File: src/rtl/score_display_ctrl_if.sv
// Score display bus between the game FSM (master) and the score display
// sequencer (slave).
interface score_display_ctrl_if;
    logic       score_load;
    logic [5:0] score_in;
    logic       game_over;
    logic       clear;
    logic [5:0] num;
    logic       blank;
    logic       busy;

    modport master (
        output score_load, score_in, game_over, clear,
        input  num, blank, busy
    );

    modport slave (
        input  score_load, score_in, game_over, clear,
        output num, blank, busy
    );
endinterface

File: src/rtl/score_display_ctrl.sv
// Score display sequencer: count-up animation, saturation and game-over blink.
// Define COUNT_DOWN_EN to animate downward score changes instead of snapping.
module score_display_ctrl #(
    parameter int TICK_DIV    = 5000000,
    parameter int BLINK_TICKS = 5,
    parameter int MAX_VAL     = 19
) (
    input logic               clk,
    input logic               reset,
    score_display_ctrl_if.slave bus
);
    localparam int PW = $clog2(TICK_DIV);
    localparam int BW = $clog2(BLINK_TICKS + 1);
    localparam logic [5:0]    MAX6     = 6'(MAX_VAL);
    localparam logic [PW-1:0] PRE_LAST = PW'(TICK_DIV - 1);
    localparam logic [BW-1:0] BLK_LAST = BW'(BLINK_TICKS - 1);

    typedef enum logic [1:0] {
        IDLE,
        COUNT,
        BLINK
    } state_e;

    state_e        state_q, state_d;
    logic [5:0]    num_q, num_d;
    logic [5:0]    target_q, target_d;
    logic          blank_q, blank_d;
    logic [PW-1:0] presc_q, presc_d;
    logic [BW-1:0] blink_q, blink_d;
    logic          tick;
    logic [5:0]    load_val;

    assign tick     = (presc_q == PRE_LAST);
    assign load_val = (bus.score_in > MAX6) ? MAX6 : bus.score_in;

    always_comb begin
        state_d  = state_q;
        num_d    = num_q;
        target_d = target_q;
        blank_d  = blank_q;
        blink_d  = blink_q;
        presc_d  = tick ? '0 : presc_q + 1'b1;

        if (bus.clear) begin
            state_d  = IDLE;
            num_d    = '0;
            target_d = '0;
            blank_d  = 1'b0;
            blink_d  = '0;
            presc_d  = '0;
        end else if (bus.game_over && state_q != BLINK) begin
            // A same-cycle load lands in target before the freeze.
            target_d = bus.score_load ? load_val : target_q;
            num_d    = target_d;
            state_d  = BLINK;
            blank_d  = 1'b0;
            blink_d  = '0;
            presc_d  = '0;
        end else begin
            unique case (state_q)
                IDLE: begin
                    if (bus.score_load) begin
                        target_d = load_val;
                        if (load_val > num_q) begin
                            state_d = COUNT;
                            presc_d = '0;
`ifdef COUNT_DOWN_EN
                        end else if (load_val < num_q) begin
                            state_d = COUNT;
                            presc_d = '0;
`else
                        end else begin
                            num_d = load_val;
`endif
                        end
                    end
                end
                COUNT: begin
                    if (bus.score_load) begin
                        target_d = load_val;
`ifdef COUNT_DOWN_EN
                        if (load_val == num_q) begin
                            state_d = IDLE;
                        end
`else
                        if (load_val <= num_q) begin
                            num_d   = load_val;
                            state_d = IDLE;
                        end
`endif
                    end else if (tick) begin
                        if (num_q < target_q) begin
                            num_d = num_q + 6'd1;
`ifdef COUNT_DOWN_EN
                        end else if (num_q > target_q) begin
                            num_d = num_q - 6'd1;
`endif
                        end
                        if (num_d == target_q) begin
                            state_d = IDLE;
                        end
                    end
                end
                BLINK: begin
                    if (tick) begin
                        if (blink_q == BLK_LAST) begin
                            blink_d = '0;
                            blank_d = ~blank_q;
                        end else begin
                            blink_d = blink_q + 1'b1;
                        end
                    end
                end
                default: state_d = IDLE;
            endcase
        end
    end

    always_ff @(posedge clk) begin
        if (reset) begin
            state_q  <= IDLE;
            num_q    <= '0;
            target_q <= '0;
            blank_q  <= 1'b0;
            blink_q  <= '0;
            presc_q  <= '0;
        end else begin
            state_q  <= state_d;
            num_q    <= num_d;
            target_q <= target_d;
            blank_q  <= blank_d;
            blink_q  <= blink_d;
            presc_q  <= presc_d;
        end
    end

    assign bus.num   = num_q;
    assign bus.blank = blank_q;
    assign bus.busy  = (state_q == COUNT);
endmodule

File: src/flat_wrapper.sv
// flat-port wrapper written by rule: the top's interface ports become plain ports
module score_display_ctrl_flat 
#(
    parameter int TICK_DIV    = 5000000,
    parameter int BLINK_TICKS = 5,
    parameter int MAX_VAL     = 19
)
  (clk, reset, bus_score_load, bus_score_in, bus_game_over, bus_clear, bus_num, bus_blank, bus_busy);
  score_display_ctrl_if bus_i ();
  input logic clk;
  input logic reset;
  input wire logic [$bits(bus_i.score_load)-1:0] bus_score_load;
  input wire logic [$bits(bus_i.score_in)-1:0] bus_score_in;
  input wire logic [$bits(bus_i.game_over)-1:0] bus_game_over;
  input wire logic [$bits(bus_i.clear)-1:0] bus_clear;
  output wire logic [$bits(bus_i.num)-1:0] bus_num;
  output wire logic [$bits(bus_i.blank)-1:0] bus_blank;
  output wire logic [$bits(bus_i.busy)-1:0] bus_busy;
  assign bus_i.score_load = bus_score_load;
  assign bus_i.score_in = bus_score_in;
  assign bus_i.game_over = bus_game_over;
  assign bus_i.clear = bus_clear;
  assign bus_num = bus_i.num;
  assign bus_blank = bus_i.blank;
  assign bus_busy = bus_i.busy;
  score_display_ctrl #(.TICK_DIV(TICK_DIV), .BLINK_TICKS(BLINK_TICKS), .MAX_VAL(MAX_VAL)) u_core (.clk(clk), .reset(reset), .bus(bus_i));
endmodule
File: config.mk
export PLATFORM = sky130hd
export DESIGN_NAME = score_display_ctrl_flat
export DESIGN_NICKNAME = d
export VERILOG_FILES = /design/src/rtl/score_display_ctrl_if.sv /design/src/rtl/score_display_ctrl.sv /design/src/flat_wrapper.sv
export SDC_FILE = /design/constraint.sdc
export NUM_CORES = 1
export LEC_CHECK = 0
export BUFFER_PORTS_ARGS = -buffer_cell sky130_fd_sc_hd__buf_2
export CAP_MARGIN = 20
export CORE_MARGIN = 8
export CORE_UTILIZATION = 60
export CTS_CLUSTER_DIAMETER = 120
export DETAILED_ROUTE_END_ITERATION = 10
export GPL_ROUTABILITY_DRIVEN = 1
export HOLD_SLACK_MARGIN = 0.1
export PLACE_DENSITY = 0.78
export SYNTH_ARGS = -nofsm -noshare
export SYNTH_HDL_FRONTEND = slang
export SYNTH_SLANG_ARGS = --single-unit
File: constraint.sdc
create_clock -name clk -period 3.91 [get_ports clk]
set_input_delay 0.1955 -clock clk [delete_from_list [all_inputs] [get_ports clk]]
set_output_delay 0.1955 -clock clk [all_outputs]
set_load 0.02 [all_outputs]
## Word-level counts from Yosys, hierarchy flattened

Index checks and enable logic that the tools add are counted.

| word-level totals | value |
|---|---|
| RAM bits | 0 |
| bits of input ports | 11 |
| bits in read-only memories | 0 |
| flip-flop bits (word level) | 41 |
| latch bits | 0 |
| memories kept | 0 |

| operators by class | value |
|---|---|
| reduce and logical (&&, ||, !) cells | 12 |
| eq/ne operators | 18 |
| muxes and demuxes | 30 |
| multipliers | 0 |
| bitwise gates (word level) | 2 |
| div/mod/pow operators | 0 |
| add/subtract/negate cells | 3 |
| shifts and indexed selects | 0 |
| $lt $le $gt $ge | 4 |

Operators with widths:

| operator | count |
|---|---|
| two-way mux 6 bit | 16 |
| two-way mux 23 bit | 4 |
| adder 23 x 1 -> 23 bit, second input constant | 1 |
| == test 23 bit, second input constant | 1 |
| != test 3 x 2 -> 1 bit, second input constant | 5 |
| two-way mux 2 bit | 7 |
| != test 4 x 2 -> 1 bit, second input constant | 3 |
| case mux 6 bit (2 select lines) | 1 |
| AND reduction 6 bit | 2 |
| adder 6 x 1 -> 6 bit, second input constant | 1 |
| == test 6 bit | 1 |
| > comparator 6 x 5 -> 1 bit, second input constant | 1 |
| > comparator 6 bit | 1 |
| <= comparator 6 bit | 1 |
| < comparator 6 bit | 1 |
| case mux 2 bit (3 select lines) | 1 |
| AND reduction 5 bit | 1 |
| != test 2 x 1 -> 1 bit, second input constant | 2 |
| != test 2 bit, second input constant | 2 |
| OR reduction 2 bit | 2 |
| adder 3 x 1 -> 3 bit, second input constant | 1 |
| == test 3 bit, second input constant | 1 |
| two-way mux 3 bit | 1 |
| != test 3 x 1 -> 1 bit, second input constant | 1 |
| other kinds (10) | 11 |

## Longest topological paths before layout

Gate-level depths: netlist (run 1).

| depth | value |
|---|---|
| depth after elaboration | 13 |
| mapped depth | 12 |
| mapped depth without buffers | 10 |

## Worst setup path before layout (run 1)

No wires, ideal clock.

| timing path | value |
|---|---|
| path kind | register -> register |
| start | register u_core.num_q[3] (netlist: u_core.bus.num[3]) |
| end | register u_core.presc_q[10] |
| path slack | 1.392 ns |
| required time | 3.846 ns |
| buffers on the path | 3 |
| arrival | 2.454 ns |
| library setup time | 0.064 ns |
| cell stages (with the launch flop) | 12 |
| cell sequence | dfxtp_1 clkbuf_1 inv_1 ha_1 a211oi_1 nor2_1 o311ai_1 nor3_1 or3_1 clkbuf_1 buf_2 nor2_1 |

| on the way | value |
|---|---|
| cells in the longest elaborated chain, start to end | 4 |

RTL lines:

| what | RTL line | text |
|---|---|---|
| start: declaration | score_display_ctrl.sv:25 | `logic [5:0] num_q, num_d;` |
| start signal: assignment | score_display_ctrl.sv:129 | `num_q <= num_d;` |
| > comparator 6 bit | score_display_ctrl.sv:64 | `if (load_val > num_q) begin` |
| two-way mux 23 bit | score_display_ctrl.sv:64 |  |
| two-way mux 23 bit | score_display_ctrl.sv:62 | `if (bus.score_load) begin` |
| two-way mux 23 bit | score_display_ctrl.sv:60 | `unique case (state_q)` |
| end signal: assignment | score_display_ctrl.sv:133 | `presc_q <= presc_d;` |
| end: declaration | score_display_ctrl.sv:28 | `logic [PW-1:0] presc_q, presc_d;` |

No other way between the ends.
A chain may end at the register's enable or synchronous reset.

## Final worst setup path (run 1)

| timing path | value |
|---|---|
| start | register u_core.num_q[2] (netlist: u_core.bus.num[2]) |
| end | register u_core.presc_q[5] |

Same word-level chain as after synthesis.

==> run summary, run 1 <==
Status = complete, no violations
Final setup violating endpoints = 0
H-tree levels = 2
Worst-path maximum fanout = 23
Via count = 2,186
WL/cell = 15.3 µm
Mapped Cells = 301
Horiz. Die Dim = 80.5 µm
Drt total wl = 5620 µm
Initial core utilization = 62.4%
IO Pins = 19
Fraction of layout cells with a size suffix above 1 = 13.2%
N_diodes = 0
Crit Path Category = reg -> reg
Syn Nets = 327
Pleak = 0.000988 µW
CTS Buf Count = 5
Row count = 23
Worst-Skew Late Latency = 0.30 ns
Setup crit end kind = flop
Cts hold-fix bufs = 0
Switching fraction of total power = 26.4%
Number of global-route vias before repair = 2,027
Net Switching = 245 µW
Number of port buffers = 18
Commonest cells after routing, fill and taps aside = nor2_1, dfxtp_1, nand2_1, xor2_1, buf_2
Min-Delay Path Class = in -> reg
Asr flop ratio synth = 0%
Routed Antenna Nets = 0
Commonest non-fill, non-tap cell in the layout = nor2_1
RSZ-0062 raised after global routing = false
Routability cong. = 0.918
Via/cell ratio = 5.96
Max Cap Viol = 0
Internal power = 681 µW
Mean post-synth cell area = 8.29 µm²
Pre-antenna DRT Iters = 4
Register area share after synthesis = 32.9%
Core Area = 4000 µm²
Final Hold Viols = 0
Root buffer cell = clkbuf_8
Postcts setup bufs = 0
Die height = 80.5 µm
Count of cell types in the netlist = 58
Fin nets = 342
DIE AREA = 6480 µm²
Logic pwr share = 13.5%
Max IR drop VDD = 0.000235 V
First-pass GRT wire length = 9450 µm
Pwr Density = 341 nW/µm²
Drt initial violations = 196
Worst-margin pin slew = 0.782 ns
Area delta synth->final = 8.78%
Sequential Power Share = 47.2%
Largest net degree at the start of global routing = 24
CP arrival = 3.08 ns
TritonCTS clock tree = yes
Max Fclk = 0.351 GHz
# fillers = 342
# DRC = 0
Fin Setup TNS = 0 ns
Post-synth EDFFs = 0
Startpoint types = flop
Minimum clock period = 2.85 ns
Main synth FF type = dfxtp_1
Initial antenna violation count = 0
#FFs+latches synth = 41
Sink Count = 41
CTS max path bufs = 2
Synth Warn # = 0
Post-DP HPWL = 4210 µm
Final Skew = 0.00603 ns
Total grt overflow = 0
Tcrit/Tclk final = 72.8%
Post-layout util = 67.8%
Cell Area, Synth = 2490 µm²
Post-cts sizing count = 0
Max Transition Viols Final = 0
Worst EP required = 4.14 ns
Aggregate global-route resource usage = 18.3%
Clock share of power = 39.3%
Clock-pin slew on the worst setup and hold paths = 0.08 ns
Slew Limit Headroom = 47.9%
==> sequential cells by signal (all words and copies together) (netlist names) <==
register / flops
u_core.presc_q: 23
u_core.blink_q: 3
u_core.state_q: 2
u_core.bus.blank: 1
u_core.bus.num: 6
u_core.target_q: 6
==> metal layers <==
layer	vias to the layer above	global-route usage, %	wire, µm
met5	-	0	0
met4	0	6.18	66
met3	8	5.58	395
met2	66	27.3	2350
met1	1017	24.3	2810
li1	1095	-	-
==> cell type report <==
cell class / count / area [µm²] / share of cell area (%)
clock buffers: 6 / 82.6 / 3.04
clock inverters: 2 / 37.5 / 1.38
inverters: 16 / 60.1 / 2.21
multi-input cells: 234 / 1560 / 57.5
flip-flops and latches: 41 / 821 / 30.2
well taps: 50 / 62.6 / 2.31
repair buffers: 18 / 90.1 / 3.32
==> kinds of logic (layout without fill, tap and decap cells) <==
kind of cell,count (synthesis),after routing,share of synthesized area [%]
simple gates,125,125,25.4
compound gates,60,60,17.8
flops,41,41,32.9
xor+xnor,31,31,10.9
buf+inv,26,42,4.56
fa+ha+maj,15,15,7.52
mux,2,2,0.853
other cells,1,1,0.150
==> through the flow <==
step	instance area [µm²]	instances	setup WS, ns	total power, µW	hold slack (ns)
after floorplan	2490	301	1.39	540	0.397
after global placement	2590	359	1.06	565	0.456
after detailed placement	2590	359	1.01	568	0.470
after CTS	2710	367	1.11	928	0.193
after global routing	2710	367	0.853	969	0.200
final	2710	367	1.06	926	0.196
==> Yosys cell counts (2+ instances only) <==
cell,instances,area [µm²]
nor2_1,47,176
a211o_1,2,17.5
nor2b_1,4,25.0
o21ai_0,10,50.1
nor4bb_1,2,20.0
nand3b_1,3,22.5
nand2b_1,4,25.0
a211oi_1,5,37.5
a21oi_2,3,26.3
o2111ai_1,2,17.5
xor2_1,21,184
or2_2,2,12.5
nand4_1,6,37.5
dfxtp_1,41,821
nand2_1,21,78.8
a41oi_1,3,26.3
a211oi_2,3,37.5
clkbuf_1,5,18.8
or3_1,2,12.5
buf_2,4,20.0
and3_1,3,18.8
a21oi_1,9,45.0
nor3_1,7,35.0
inv_1,16,60.1
and4_1,2,17.5
a21o_1,2,15.0
o22ai_1,2,12.5
and2_1,3,18.8
a31o_2,2,17.5
ha_1,15,188
o21a_1,2,15.0
nand3_1,13,65.1
xnor2_1,10,87.6
==> power groups by stage <==
stage          registers, µW  logic, µW  clock network (µW)
3_5_place_dp             447        122                   0
5_1_grt                  438        139                 392
2_1_floorplan            444       95.8                   0
6_report                 437        125                 364
4_1_cts                  437        123                 369
3_3_place_gp             446        119                   0
==> path summary, 6_finish.rpt <==
check | from | end | slack [ns] | cells after the start
min | bus_game_over | u_core.state_q[1] | 0.20 | 3
max reg2reg | u_core.bus.num[2] | u_core.presc_q[5] | 1.06 | 8
min reg2reg | u_core.presc_q[0] | u_core.presc_q[0] | 0.49 | 1
max | u_core.bus.num[2] | u_core.presc_q[5] | 1.06 | 8
==> worst max-delay path, stage by stage (launching register included) <==
cell,delay (ns)
dfxtp_1,0.54
inv_1,0.19
ha_1,0.32
and4_1,0.23
o21a_1,0.13
o311ai_1,0.42
nor3_1,0.07
or3_1,0.66
nor2_1,0.20
Note: power is estimated with default switching activity, not from simulation.
==> inputs of run 2 (changes only) <==
ABC_AREA = 1   (was not set)
PLACE_DENSITY = 0.77   (was 0.78)
clock period = 2.63 ns   (was 3.91 ns; I/O delays follow)
==> run 2 against run 1 <==
Register-to-register slack worse by 0.66 ns. Die area is 9.1% higher. Largest cell class unchanged. Clock power is 48% higher. Final area is 12% higher.
==> run summary, run 2 <==
Syn Nets = 448 (+37%)
Final setup violating endpoints = 0 (unchanged)
Number of port buffers = 18 (unchanged)
Max Fclk = 0.448 GHz (+28%)
Placement Setup Slack = 0.210 ns (-0.795 ns)
Final worst slack = 0.397 ns (-0.664 ns)
Post-synth EDFFs = 0 (unchanged)
Via/cell ratio = 5.36 (-10%)
Pleak = 0.00136 µW (+38%)
Postcts setup bufs = 0 (unchanged)
Final Hold Viols = 0 (unchanged)
Fraction of layout cells with a size suffix above 1 = 13.2% (-0.021 points)
Count leader, synth = nand2_1
Clock share of power = 36.2% (-3.1 points)
WL/cell = 12.7 µm (-17%)
Routed Antenna Nets = 0 (unchanged)
Asr flop ratio synth = 0% (unchanged)
Largest register FFs = 23 (unchanged)
CTS max path bufs = 2 (unchanged)
Startpoint types = flop
Final Skew = 0.00802 ns (+0.00200 ns)
H-tree levels = 2 (unchanged)
Post-cts sizing count = 0 (unchanged)
Initial core utilization = 63.0% (+0.58 points)
Post-synth top area share = 29.5% (-3.4 points)
Critical-path cell list = inv_1 -> ha_1 -> nand2_1 -> nor2_1 -> o21ai_0 -> nand3_1 -> nand2_1 -> nor2_1 -> inv_1 -> nor2_1 -> nor2_2 -> inv_2 -> nor3_1
#FFs+latches synth = 41 (unchanged)
Cell Area, Synth = 2780 µm² (+11%)
Drt total wl = 6320 µm (+12%)
# DRC = 0 (unchanged)
Post-DP HPWL = 4930 µm (+17%)
Area leader, netlist = dfxtp_1
Clock-pin slew on the worst setup and hold paths = 0.08 ns (about the same)
Tcrit/Tclk final = 84.9% (+12 points)
Setup crit end kind = flop
Switching fraction of total power = 30.0% (+3.5 points)
Minimum clock period = 2.23 ns (-0.616 ns)
Mean post-synth cell area = 6.59 µm² (-21%)
Top cells by count, synth = nand2_1, inv_1, nor2_1, dfxtp_1, nand3_1
Metal1 wirelength = 2830 µm (+0.53%)
Commonest cells after routing, fill and taps aside = nand2_1, inv_1, nor2_1
CTS Buf Count = 5 (unchanged)
Worst-path maximum fanout = 21 (-8.7%)
Initial antenna violation count = 0 (unchanged)
Min-Delay Path Class = in -> reg
Die height = 84.1 µm (+4.4%)
Post-layout util = 69.0% (+1.2 points)
Area delta synth->final = 9.64%
TritonCTS clock tree = yes
Worst-Skew Late Latency = 0.30 ns (about the same)
Wire length on met2 = 3060 µm (+30%)
Core Area = 4410 µm² (+10%)
RSZ-0062 raised after global routing = false
Max stage delay cell, worst path = dfxtp_1
Status = complete, no violations
Root buffer cell = clkbuf_8
Worst EP required = 2.81 ns (-1.33 ns)
Aggregate global-route resource usage = 17.6% (-0.66 points)
Crit Path Category = reg -> reg
Final Power = 1480 µW (+60%)
DIE AREA = 7070 µm² (+9.1%)
Max Cap Viol = 0 (unchanged)
Largest reg by FF count = u_core.presc_q
Total grt overflow = 0 (unchanged)
Max IR drop VDD = 0.000262 V (+11%)
N_diodes = 0 (unchanged)
Most Frequent Cell on Critical Path = nor2_1
Net Switching = 444 µW (+81%)
Register area share after synthesis = 29.5% (-3.4 points)
Synth Warn # = 0 (unchanged)
Number of global-route vias before repair = 2,487 (+23%)
Mapped Cells = 422 (+40%)
Drt initial violations = 195 (-0.51%)
CP arrival = 2.41 ns (-0.67 ns)
# fillers = 408 (+19%)
First-pass GRT wire length = 10,600 µm (+13%)
Internal power = 1040 µW (+52%)
Top sig layer = met4
Routability cong. = 0.897 (-2.3%)
Via count = 2,669 (+22%)
IO Pins = 19 (unchanged)
Horiz. Die Dim = 84.1 µm (+4.4%)
Sink Count = 41 (unchanged)
Commonest non-fill, non-tap cell in the layout = nand2_1
Worst path max stage delay = 0.45 ns (-0.21 ns)
Largest net degree at the start of global routing = 22 (-8.3%)
Pwr Density = 487 nW/µm² (+43%)
Fin nets = 471 (+38%)
Cts hold-fix bufs = 0 (unchanged)
Logic pwr share = 20.5% (+7.0 points)
Sequential Power Share = 43.3% (-3.9 points)
Fin Setup TNS = 0 ns (unchanged)
Main synth FF type = dfxtp_1
Pre-antenna DRT Iters = 4 (unchanged)
Count of cell types in the netlist = 34 (-41%)
Metal3 WL = 302 µm (-24%)
Row count = 24 (+4.3%)
Main area contributors after synthesis = dfxtp_1, nand2_1, inv_1
Max Transition Viols Final = 0 (unchanged)
[run 2: cell types whose count changed in the layout (fill, tap and decap cells not counted), sizes merged, moves of 11 or more]
| cell | previous run | this run |
|---|---|---|
| nand2 | 21 | 98 |
| nor2 | 47 | 58 |
| a21oi | 12 | 33 |
| inv | 16 | 69 |
| nand3 | 14 | 36 |
[run 2: layer usage]
layer / track usage (%) / vias up
met3: 3.71 / 15
li1: - / 1394
met4: 7.06 / 0
met1: 19.7 / 1206
met5: 0 / -
met2: 31.3 / 54
[run 2: cells by family after synthesis]
| kind of cell | count (synthesis) | synth area share, % |
|---|---|---|
| buffers and inverters | 74 | 10.1 |
| AOI/OAI and AO/OA | 56 | 11.1 |
| adders and majority gates | 15 | 6.75 |
| other | 1 | 0.135 |
| xor gates and xnor gates | 15 | 4.73 |
| DFF | 41 | 29.5 |
| and+or+nand+nor | 220 | 37.6 |
[run 2: worst paths after layout]
kind | start | to | slack (ns) | cells after the start
hold / removal | reset | u_core.bus.num[2] | 0.16 | 4
hold reg to reg | u_core.presc_q[0] | u_core.presc_q[0] | 0.45 | 1
setup reg to reg | u_core.bus.num[3] | u_core.presc_q[18] | 0.40 | 13
setup / recovery | u_core.bus.num[3] | u_core.presc_q[18] | 0.40 | 13
[run 2: area by class of cell]
class                   instances  area [µm²]  share of cell area (%)
multi-input cells             307        1680                    55.0
flip-flops and latches         41         821                    26.9
inverters                      70         263                    8.62
repair buffers                 20         105                    3.45
clock buffers                   7        86.3                    2.83
well taps                      52        65.1                    2.14
clock inverters                 1        30.0                   0.986
[run 2: metrics by stage]
step / instances / hold slack, ns / instance area, µm²
2_1_floorplan: 422 / 0.342 / 2780
3_3_place_gp: 490 / 0.431 / 2930
3_5_place_dp: 490 / 0.441 / 2930
4_1_cts: 498 / 0.159 / 3050
5_1_grt: 498 / 0.194 / 3050
6_report: 498 / 0.160 / 3050
[run 2: power groups by stage]
stage               logic [µW]  clock network (µW)  registers (µW)
floorplan                  220                   0             662
finish                     304                 537             642
global placement           295                   0             656
detailed placement         298                   0             656
global route               346                 566             643
CTS                        299                 543             642
[run 2: critical path: cells and delay by family (launching register included)]
kind	cells	cell delay [ns]
buffers and inverters	3	0.50
DFF	1	0.45
and+or+nand+nor	8	0.73
AOI/OAI and AO/OA	1	0.10
adders and majority gates	1	0.31
==> inputs of run 3 (changes only) <==
clock period = 2.1 ns   (was 2.63 ns; I/O delays follow)
==> run 3 against run 2 <==
Hold slack worse by 0.024 ns. Register-to-register slack worse by 0.29 ns. Clock power grew 25%. Routed wire length is 5.2% higher. Maximum frequency rose by 12%. Combinational power increased by 49%. Flip-flop and latch count unchanged. Largest power group unchanged.
==> run summary, run 3 (synthesis gave the netlist of run 2 again) <==
Status = complete, no violations
Tcrit/Tclk final = 94.7% (+9.8 points)
Worst-path maximum fanout = 21 (unchanged)
Number of port buffers = 18 (unchanged)
Routed Antenna Nets = 0 (unchanged)
WL/cell = 12.8 µm (+1.1%)
Fraction of layout cells with a size suffix above 1 = 20.4% (+7.2 points)
Commonest cells after routing, fill and taps aside = nand2_1, inv_1, nor2_1
Commonest non-fill, non-tap cell in the layout = nand2_1
Clock-pin slew on the worst setup and hold paths = 0.08 ns (about the same)
# fillers = 374 (-8.3%)
First-pass GRT wire length = 10,700 µm (+0.20%)
FF+latch area = 830 µm² (+1.1%)
Via count = 2,787 (+4.4%)
Non-Filler Instances = 518 (+4.0%)
Setup crit end kind = flop
Number of global-route vias before repair = 2,492 (+0.20%)
Max Transition Viols Final = 0 (unchanged)
IO Pins = 19 (unchanged)
Max IR drop VDD = 0.000429 V (+64%)
Via/cell ratio = 5.38 (+0.39%)
TritonCTS clock tree = yes
Final setup violating endpoints = 0 (unchanged)
Final Hold Viols = 0 (unchanged)
Drt initial violations = 216 (+11%)
Post-DP HPWL = 5140 µm (+4.3%)
Area delta synth->final = 18.3%
Initial core utilization = 63.0% (unchanged)
Largest register FFs = 23 (unchanged)
Final Skew = 0.0110 ns (+0.00297 ns)
Final Hold Slack = 0.136 ns (-0.0235 ns)
Met3 usage = 3.42% (-0.29 points)
GRT met1 Usage = 20.3% (+0.56 points)
Crit Path Category = reg -> reg
Initial antenna violation count = 0 (unchanged)
Largest reg by FF count = u_core.presc_q
Max Fclk = 0.503 GHz (+12%)
Drt total wl = 6650 µm (+5.2%)
Startpoint types = flop
Largest net degree at the start of global routing = 22 (unchanged)
Die height = 84.1 µm (unchanged)
Aggregate global-route resource usage = 17.9% (+0.24 points)
Total grt overflow = 0 (unchanged)
Minimum clock period = 1.99 ns (-0.244 ns)
Min-Delay Path Class = in -> reg
Root buffer cell = clkbuf_8
Post-layout util = 74.5% (+5.4 points)
Postcts setup bufs = 0 (unchanged)
Sink Count = 41 (unchanged)
M2 GR Usage = 31.9% (+0.56 points)
CP arrival = 2.17 ns (-0.24 ns)
CTS max path bufs = 2 (unchanged)
Worst EP required = 2.29 ns (-0.52 ns)
Pre-antenna DRT Iters = 6 (+2)
Fin nets = 491 (+4.2%)
Critical-path cell list = inv_1 -> ha_1 -> nand2_1 -> nor2_1 -> o21ai_0 -> nand3_1 -> nand2_1 -> nor2_1 -> inv_1 -> nor2_2 -> nor2_2 -> inv_2 -> buf_12 -> a21oi_1
H-tree levels = 2 (unchanged)
Row count = 24 (unchanged)
Pwr Density = 586 nW/µm² (+21%)
GRT busiest layer = met2
Core Area = 4410 µm² (unchanged)
Worst path max stage delay = 0.39 ns (-0.06 ns)
Horiz. Die Dim = 84.1 µm (unchanged)
DIE AREA = 7070 µm² (unchanged)
Multi-input gate area = 1750 µm² (+4.3%)
Max Cap Viol = 0 (unchanged)
Max stage delay cell, worst path = dfxtp_1
Worst-Skew Late Latency = 0.30 ns (about the same)
Pleak = 0.00147 µW (+8.3%)
Cell total after placement = 509 (+3.9%)
CTS Buf Count = 5 (unchanged)
# DRC = 0 (unchanged)
Routability cong. = 0.927 (+3.3%)
N_diodes = 0 (unchanged)
[run 3: worst paths after layout]
| path | from | endpoint | slack, ns | cells after the start |
|---|---|---|---|---|
| max reg2reg | u_core.bus.num[4] | u_core.presc_q[15] | 0.11 | 14 |
| max | u_core.bus.num[4] | u_core.presc_q[15] | 0.11 | 14 |
| min reg2reg | u_core.presc_q[0] | u_core.presc_q[0] | 0.45 | 1 |
| min | bus_game_over | u_core.state_q[1] | 0.14 | 3 |
[run 3: layer usage]
metal / part of all wire (%) / vias to the layer above
met2: 51 / 79
met5: 0 / -
li1: - / 1442
met1: 44 / 1254
met3: 4.2 / 12
met4: 1.6 / 0
[run 3: worst max-delay path: cells and delay by family, from the launching register on]
| family | cells | cell delay, ns |
|---|---|---|
| fa+ha+maj | 1 | 0.28 |
| flops | 1 | 0.39 |
| buf+inv | 4 | 0.38 |
| compound gates | 2 | 0.16 |
| simple gates | 7 | 0.67 |
[run 3: layout make-up]
| type | instances | area share [%] |
|---|---|---|
| timing repair buffer | 39 | 8.03 |
| multi-input combinational | 308 | 53.2 |
| clock inverter | 1 | 0.914 |
| inverter | 70 | 7.99 |
| sequential | 41 | 25.2 |
| tap | 52 | 1.98 |
| clock buffer | 7 | 2.63 |
[run 3: power by group]
group / switching [µW] / internal, µW
Clock: 284 / 388
Combinational: 285 / 168
Sequential: 12.1 / 790
[run 3: timing repair]
action	in CTS	in global routing
hold buffers	0	0
endpoints found under the setup margin	0	30
resized for setup	0	19
[run 3: through the flow]
step | cell area, µm² | worst slack (ns) | power (µW) | setup TNS [ns]
final | 3290 | 0.112 | 1930 | 0
after global routing | 3290 | -0.0407 | 2010 | -0.0407
after CTS | 3200 | 0.0219 | 1900 | 0
after detailed placement | 3090 | -0.0793 | 1240 | -1.32
after global placement | 3090 | 0.00508 | 1230 | 0
after floorplan | 2780 | 0.0281 | 1110 | 0
